**src/rtl/adc_spi_sampler.sv**
```systemverilog
// Serial ADC front end: clocks 16-bit frames out of an AD7476A-style converter,
// averages 2^AVG_LOG2 accepted samples and publishes the top nibble as a duty code.
//
// state | meaning
// IDLE  | CS_N high, counting the inter-frame gap
// FRAME | CS_N low, generating SCLK and shifting in SDATA
// DONE  | one cycle: validate frame, accumulate, maybe publish
module adc_spi_sampler #(
  parameter int CLK_DIV    = 2,
  parameter int SAMPLE_GAP = 100,
  parameter int AVG_LOG2   = 2
) (
  input  logic        cLK,
  input  logic        Reset,
  input  logic        SDATA,
  output logic        CS_N,
  output logic        SCLK,
  output logic [3:0]  ADC,
  output logic        VALID,
  output logic [11:0] SAMPLE_RAW,
  output logic        ERR
);

  localparam int DIV_W = (CLK_DIV > 1) ? $clog2(CLK_DIV) : 1;
  localparam int GAP_W = (SAMPLE_GAP > 1) ? $clog2(SAMPLE_GAP) : 1;
  localparam int ACC_W = 12 + AVG_LOG2;
  localparam logic [DIV_W-1:0] DIV_LAST = DIV_W'(CLK_DIV - 1);
  localparam logic [GAP_W-1:0] GAP_LAST = GAP_W'(SAMPLE_GAP - 1);
  localparam logic [4:0]       CNT_LAST = 5'((1 << AVG_LOG2) - 1);

  localparam logic [1:0] S_IDLE  = 2'd0;
  localparam logic [1:0] S_FRAME = 2'd1;
  localparam logic [1:0] S_DONE  = 2'd2;

  logic [1:0]       state;
  logic [GAP_W-1:0] gap_cnt;
  logic [DIV_W-1:0] div_cnt;
  logic [3:0]       bit_cnt;
  logic [15:0]      shift;
  logic [ACC_W-1:0] acc;
  logic [ACC_W-1:0] acc_sum;
  logic [4:0]       avg_cnt;

  // Accumulator is sized so 2^AVG_LOG2 full-scale samples cannot overflow.
  assign acc_sum = acc + ACC_W'(shift[11:0]);

  always_ff @(posedge cLK) begin
    if (Reset) begin
      state      <= S_IDLE;
      CS_N       <= 1'b1;
      SCLK       <= 1'b1;
      ADC        <= '0;
      VALID      <= 1'b0;
      SAMPLE_RAW <= '0;
      ERR        <= 1'b0;
      gap_cnt    <= '0;
      div_cnt    <= '0;
      bit_cnt    <= '0;
      shift      <= '0;
      acc        <= '0;
      avg_cnt    <= '0;
    end else begin
      VALID <= 1'b0;
      ERR   <= 1'b0;
      case (state)
        S_IDLE: begin
          CS_N <= 1'b1;
          SCLK <= 1'b1;
          if (gap_cnt == GAP_LAST) begin
            gap_cnt <= '0;
            div_cnt <= '0;
            bit_cnt <= '0;
            CS_N    <= 1'b0;
            state   <= S_FRAME;
          end else begin
            gap_cnt <= gap_cnt + 1'b1;
          end
        end

        S_FRAME: begin
          if (div_cnt == DIV_LAST) begin
            div_cnt <= '0;
            SCLK    <= ~SCLK;
            // SCLK currently low, so this toggle is a rising edge: sample now
            if (!SCLK) begin
              shift   <= {shift[14:0], SDATA};
              bit_cnt <= bit_cnt + 4'd1;
              if (bit_cnt == 4'd15) begin
                CS_N  <= 1'b1;
                state <= S_DONE;
              end
            end
          end else begin
            div_cnt <= div_cnt + 1'b1;
          end
        end

        S_DONE: begin
          if (shift[15:12] != 4'd0) begin
            ERR <= 1'b1;
          end else begin
            SAMPLE_RAW <= shift[11:0];
            if (avg_cnt == CNT_LAST) begin
              ADC     <= acc_sum[ACC_W-1 -: 4];
              VALID   <= 1'b1;
              acc     <= '0;
              avg_cnt <= '0;
            end else begin
              acc     <= acc_sum;
              avg_cnt <= avg_cnt + 5'd1;
            end
          end
          state <= S_IDLE;
        end

        default: state <= S_IDLE;
      endcase
    end
  end

endmodule

```
**config.mk**
```make
export PLATFORM = sky130hd
export DESIGN_NAME = adc_spi_sampler
export DESIGN_NICKNAME = d
export VERILOG_FILES = /design/src/rtl/adc_spi_sampler.sv
export SDC_FILE = /design/constraint.sdc
export NUM_CORES = 1
export LEC_CHECK = 0
export BUFFER_PORTS_ARGS = -buffer_cell sky130_fd_sc_hd__clkbuf_2
export CORE_UTILIZATION = 45
export DETAILED_ROUTE_END_ITERATION = 8
export PLACE_DENSITY = 0.63
export SYNTH_ARGS = -nofsm -noshare
export SYNTH_HDL_FRONTEND = slang
export SYNTH_SLANG_ARGS = --single-unit
```
**constraint.sdc**
```tcl
create_clock -name cLK -period 2.5 [get_ports cLK]
set_clock_uncertainty 0.2 [all_clocks]
set_input_delay 0.125 -clock cLK [delete_from_list [all_inputs] [get_ports cLK]]
set_output_delay 0.125 -clock cLK [all_outputs]
set_load 0.03 [all_outputs]
```
==> Word-level counts from Yosys, hierarchy flattened <==
Cells that the tools add are included.
{ "word_totals": {"ff_bits": 69, "latch_bits": 0, "mem_bits_rw": 0, "rom_bits": 0, "input_bits": 3, "out_inout_bits": 20, "word_cells": 67, "memories": 0} }
{ "op_classes": {"addsub": 5, "n_mul": 0, "div": 0, "order_cmp": 0, "eq_ne": 9, "shift": 0, "muxes": 24, "n_bitwise": 3, "n_reduce_logical": 13} }
{ "op_table": {"columns": ["operator", "count"], "rows": [
  ["adder 14 x 12 -> 14 bit", 1],
  ["two-way mux 14 bit", 1],
  ["two-way mux 4 bit", 3],
  ["AND reduction 4 bit", 3],
  ["two-way mux 1 bit", 9],
  ["two-way mux 2 bit", 4],
  ["inequality test 2 bit, second input constant", 4],
  ["one-hot mux 4 bit (2 select lines)", 1],
  ["adder 7 x 1 -> 7 bit, second input constant", 1],
  ["== test 7 bit, second input constant", 1],
  ["two-way mux 7 bit", 1],
  ["one-hot mux 1 bit (2 select lines)", 3],
  ["AND reduction 2 bit", 3],
  ["AND reduction 3 bit", 2],
  ["adder 5 x 1 -> 5 bit, second input constant", 1],
  ["== test 5 x 2 -> 1 bit, second input constant", 1],
  ["two-way mux 5 bit", 1],
  ["adder 4 x 1 -> 4 bit, second input constant", 1],
  ["== test 4 bit, second input constant", 1],
  ["one-hot mux 2 bit (2 select lines)", 1],
  ["nonzero test 4 bit", 1],
  ["NOT 1 bit", 3],
  ["OR reduction 3 bit", 1],
  ["== test 2 x 1 -> 1 bit, second input constant", 1],
  ["other kinds (5)", 5]
]} }

==> Depth between registers and ports, before layout <==
{ "logic_depth": {"depth_word": 5, "ltp_mapped": 8, "mapped_depth_nobuf": 8} }

==> Least setup slack after synthesis <==
No wires, ideal clock.
{ "synth_timing": {"kind": "register -> register", "startpoint": "register shift[0]", "endpoint": "register acc[8]", "arrival_time_ns": 1.802, "required_time_ns": 2.183, "path_slack_ns": 0.380, "stages_incl_launch_ff": 9, "path_buffers": 0, "period_less_slack_ns": 2.120, "path_cell_list": "dfxtp_1 -> ha_1 -> inv_1 -> fa_1 -> nor2b_1 -> o2111ai_1 -> nand2_1 -> a311o_1 -> a32o_1"} }
{ "synth_via": {"elab_chain_cells": 2} }
{ "synth_rtl": {"columns": ["element", "line_no", "source"], "rows": [
  ["start, declared", "39", "logic [15:0] shift;"],
  ["start signal, assigned", "86", "shift <= {shift[14:0], SDATA};"],
  ["adder 14 x 12 -> 14 bit", "45", "assign acc_sum = acc + ACC_W'(shift[11:0]);"],
  ["two-way mux 14 bit", "103", "if (avg_cnt == CNT_LAST) begin"],
  ["end signal, assigned", "109", "acc <= acc_sum;"],
  ["end, declared", "40", "logic [ACC_W-1:0] acc;"]
]} }
No other way between the ends.
A chain may end at the register's enable or synchronous reset.

==> Final worst setup path <==
{ "layout_timing": {"startpoint": "register shift[0]", "endpoint": "register ADC[0]"} }
{ "layout_via": {"elab_chain_cells": 1} }
{ "layout_rtl": {"columns": ["element", "line_no", "source"], "rows": [
  ["adder 14 x 12 -> 14 bit", "45", null],
  ["end signal, assigned", "104", "ADC <= acc_sum[ACC_W-1 -: 4];"],
  ["end, declared", "18", "output logic [3:0] ADC,"]
]} }
No other way between the ends.

==> impl_metrics.tcl <==
set metrics [dict create \
    max_cap_viol_count 0 \
    drtPass1Iterations 4 \
    syn-cell-area_sq_um 3299 \
    num_antenna_cells 0 \
    grt_antenna_before_repair 0 \
    h-tree-depth 3 \
    yosysWarnings 0 \
    die-area_sq_um 7678 \
    arrival_ns 2.35 \
    finalSetupViolCount 0 \
    maxSlewViolCount 0 \
    synthToLayoutAreaGrowth_pct 14.33 \
    wl_per_cell_microns 13.62 \
    fmax_ghz 0.4314 \
    cts_made_buffers 9 \
    synthArstFlopShare 0 \
    core_sq_um 6944 \
    cts_tree "done" \
    p_leak_nw 1.427 \
    insertion_delay_ns 0.34 \
    ir_drop_mv 0.3104 \
    hold_class "reg2reg" \
    slew_headroom 0.6342 \
    synth_seq_cells 69 \
    nNetsFinal 446 \
    rr_startpoint "shift[0]$_SDFFE_PP0P_" \
    place_inst 510 \
    port_buffers 22 \
    instances_no_fill 528 \
    drtIter0Drc 230 \
    ys_seq_area_frac 0.4187 \
    hpwl_mm 5.081 \
    syn-instance-count 400 \
    timing.hold.ws_ns 0.2564 \
    r2r_slack_ns 0.18 \
    final_hold_viol_count 0 \
    syn-num-nets 419 \
    rows 30 \
    crit_path_end_kind "flop" \
    synth_top_cell_area_share 0.4187 \
    drc 0 \
    die_h_microns 87.63 \
    ys.flop_type "dfxtp_1" \
    min_period_over_period 0.9272 \
    postRouteAntennaNets 0 \
    placedInstanceArea_sq_um 3533 \
    grt_usage 0.1992 \
    syn_avg_cell_area_sq_um 8.249 \
    hp-start "SAMPLE_RAW[7]$_SDFFE_PP0P_" \
    setup_tns_ns 0 \
    final_area_sq_um 3772 \
    grt_pass1_vias 2564 \
    critPathMaxFanout 4 \
    synthTopCellsByArea "dfxtp_1 (42%), nand2_1 (9.4%), a21oi_1 (8.6%)" \
    num_vias 2834 \
    via_per_inst 5.367 \
    start_kind "flop" \
    grt_pass1_wl_mm 11.93 \
    cts_sinks 69 \
    top_level_ports 23 \
    synth_top_area_cell "dfxtp_1" \
    drive_gt1_frac 0.1458 \
    rsz0062_at_grt "false" \
    synth_cell_type_count 56 \
    outcome "completed" \
    grt_max_degree 31 \
    startpoint "shift[0]$_SDFFE_PP0P_" \
    crit_required_ns 2.53 \
    root_buffer "clkbuf_8" \
    synth_edf_count 0 \
    cellPowerDensity_nw_per_um2 554.4 \
    die-width_microns 87.63 \
    post-route-min-period_ns 2.318 \
    gr-total-overflow 0 \
    start_util 0.4751 \
    drt_wl_total_mm 7.190 \
    path_class "reg2reg" \
    clk_pin_slew_worst_paths_ns 0.08 \
    cts.path.max_buffers 2 \
    tightest_slew_ns 0.5466 \
    gp_congestion 0.8357 \
]
## cell type report
cell class,count,area [sq um]
inverter,8,31.28
timing repair buffer,34,205.2
sequential,69,1381
multi-input combinational,305,1826
clock buffer,10,137.6
clock inverter,6,71.32
fill,673,3172
tap,96,120.1
## per-layer routing
metal	global-route usage	vias up	wire length (microns)
li1	-	1473	-
met1	0.2756	1306	3540
met2	0.3061	46	3252
met3	0.03487	9	302
met4	0.08495	0	93
met5	0	-	0
## synthesized netlist by cell type (3+ instances only)
cell type  number
xor2_1          4
nor3_1          7
xnor2_1         6
or3_1           6
nor2b_1         7
nor2_1         23
nand3_1        10
nand3b_1        3
dfxtp_1        69
o21ai_0        13
nand2_1        83
a32o_1          4
clkbuf_1       12
nand4_1         7
a21o_1          8
and3_1          4
ha_1           15
a21oi_1        57
nor4_1          3
buf_2           5
and2_1          7
inv_1           7
## cells in the final DEF (no fill, tap or decap), drive strengths merged, types with 3 or more instances in the layout
cell type	n
xor2	4
nor4	4
clkinv	3
a21o	8
nand2	83
a32o	4
and2	7
inv	8
a31o	3
buf	10
a31oi	3
nand3b	3
nor2b	7
ha	15
clkbuf	32
nor2	23
nor3	8
dfxtp	69
a21oi	58
or3	7
nand4	7
xnor2	6
nand3	10
and3	5
o21ai	14
## per-stage QoR
step	util	setup slack [ns]	power (mW)
finish	0.5432	0.1821	2.091
global route	0.5432	0.05891	2.163
CTS	0.5418	0.1215	2.115
detailed placement	0.5088	0.1557	1.167
global placement	0.5088	0.2135	1.166
floorplan	-	0.3802	1.156
## registers in the layout, indices dropped and copies added, names as in the netlist
name,cells
div_cnt,1
CS_N,1
SAMPLE_RAW,12
acc,14
ERR,1
shift,16
SCLK,1
gap_cnt,7
bit_cnt,4
ADC,4
avg_cnt,5
VALID,1
state,2
## worst max-delay path, cell delays in order, from the launching register on
cell	delay [ns]
dfxtp_1	0.37
ha_1	0.19
inv_1	0.06
fa_1	0.39
nor2b_1	0.25
o2111ai_2	0.20
a21oi_2	0.19
o21ai_0	0.13
a32o_1	0.24
## power by group
group / internal, mW / switching [mW] / total (mW)
Combinational: 0.0122 / 0.0248 / 0.0370
Clock: 0.495 / 0.454 / 0.948
Sequential: 1.10 / 0.00378 / 1.11
## what timing repair did
item                                    4_1_cts  5_1_grt
hold endpoints to repair                      4        0
endpoints found under the setup margin        0        2
hold buffers                                  2        0
gates resized for setup                       0        2
setup buffers                                 0        0
## final timing paths
check,to,depth (start not counted)
setup / recovery,ADC[0]$_SDFFE_PP0P_,8
hold / removal,SAMPLE_RAW[7]$_SDFFE_PP0P_,2
hold reg to reg,SAMPLE_RAW[7]$_SDFFE_PP0P_,2
setup reg to reg,ADC[0]$_SDFFE_PP0P_,8
## logic make-up (layout without fill, tap and decap cells)
family	count (synthesis)	after routing	share of synthesized area
adder cells (fa/ha/maj)	16	16	0.06295
AO/OA/AOI/OAI	103	103	0.1911
flip-flops	69	69	0.4187
XOR/XNOR	10	10	0.02654
multiplexers	1	1	0.003034
AND/OR/NAND/NOR	175	175	0.2647
buffers and inverters	26	58	0.03299
No activity file was read; power rests on OpenSTA's default activity.
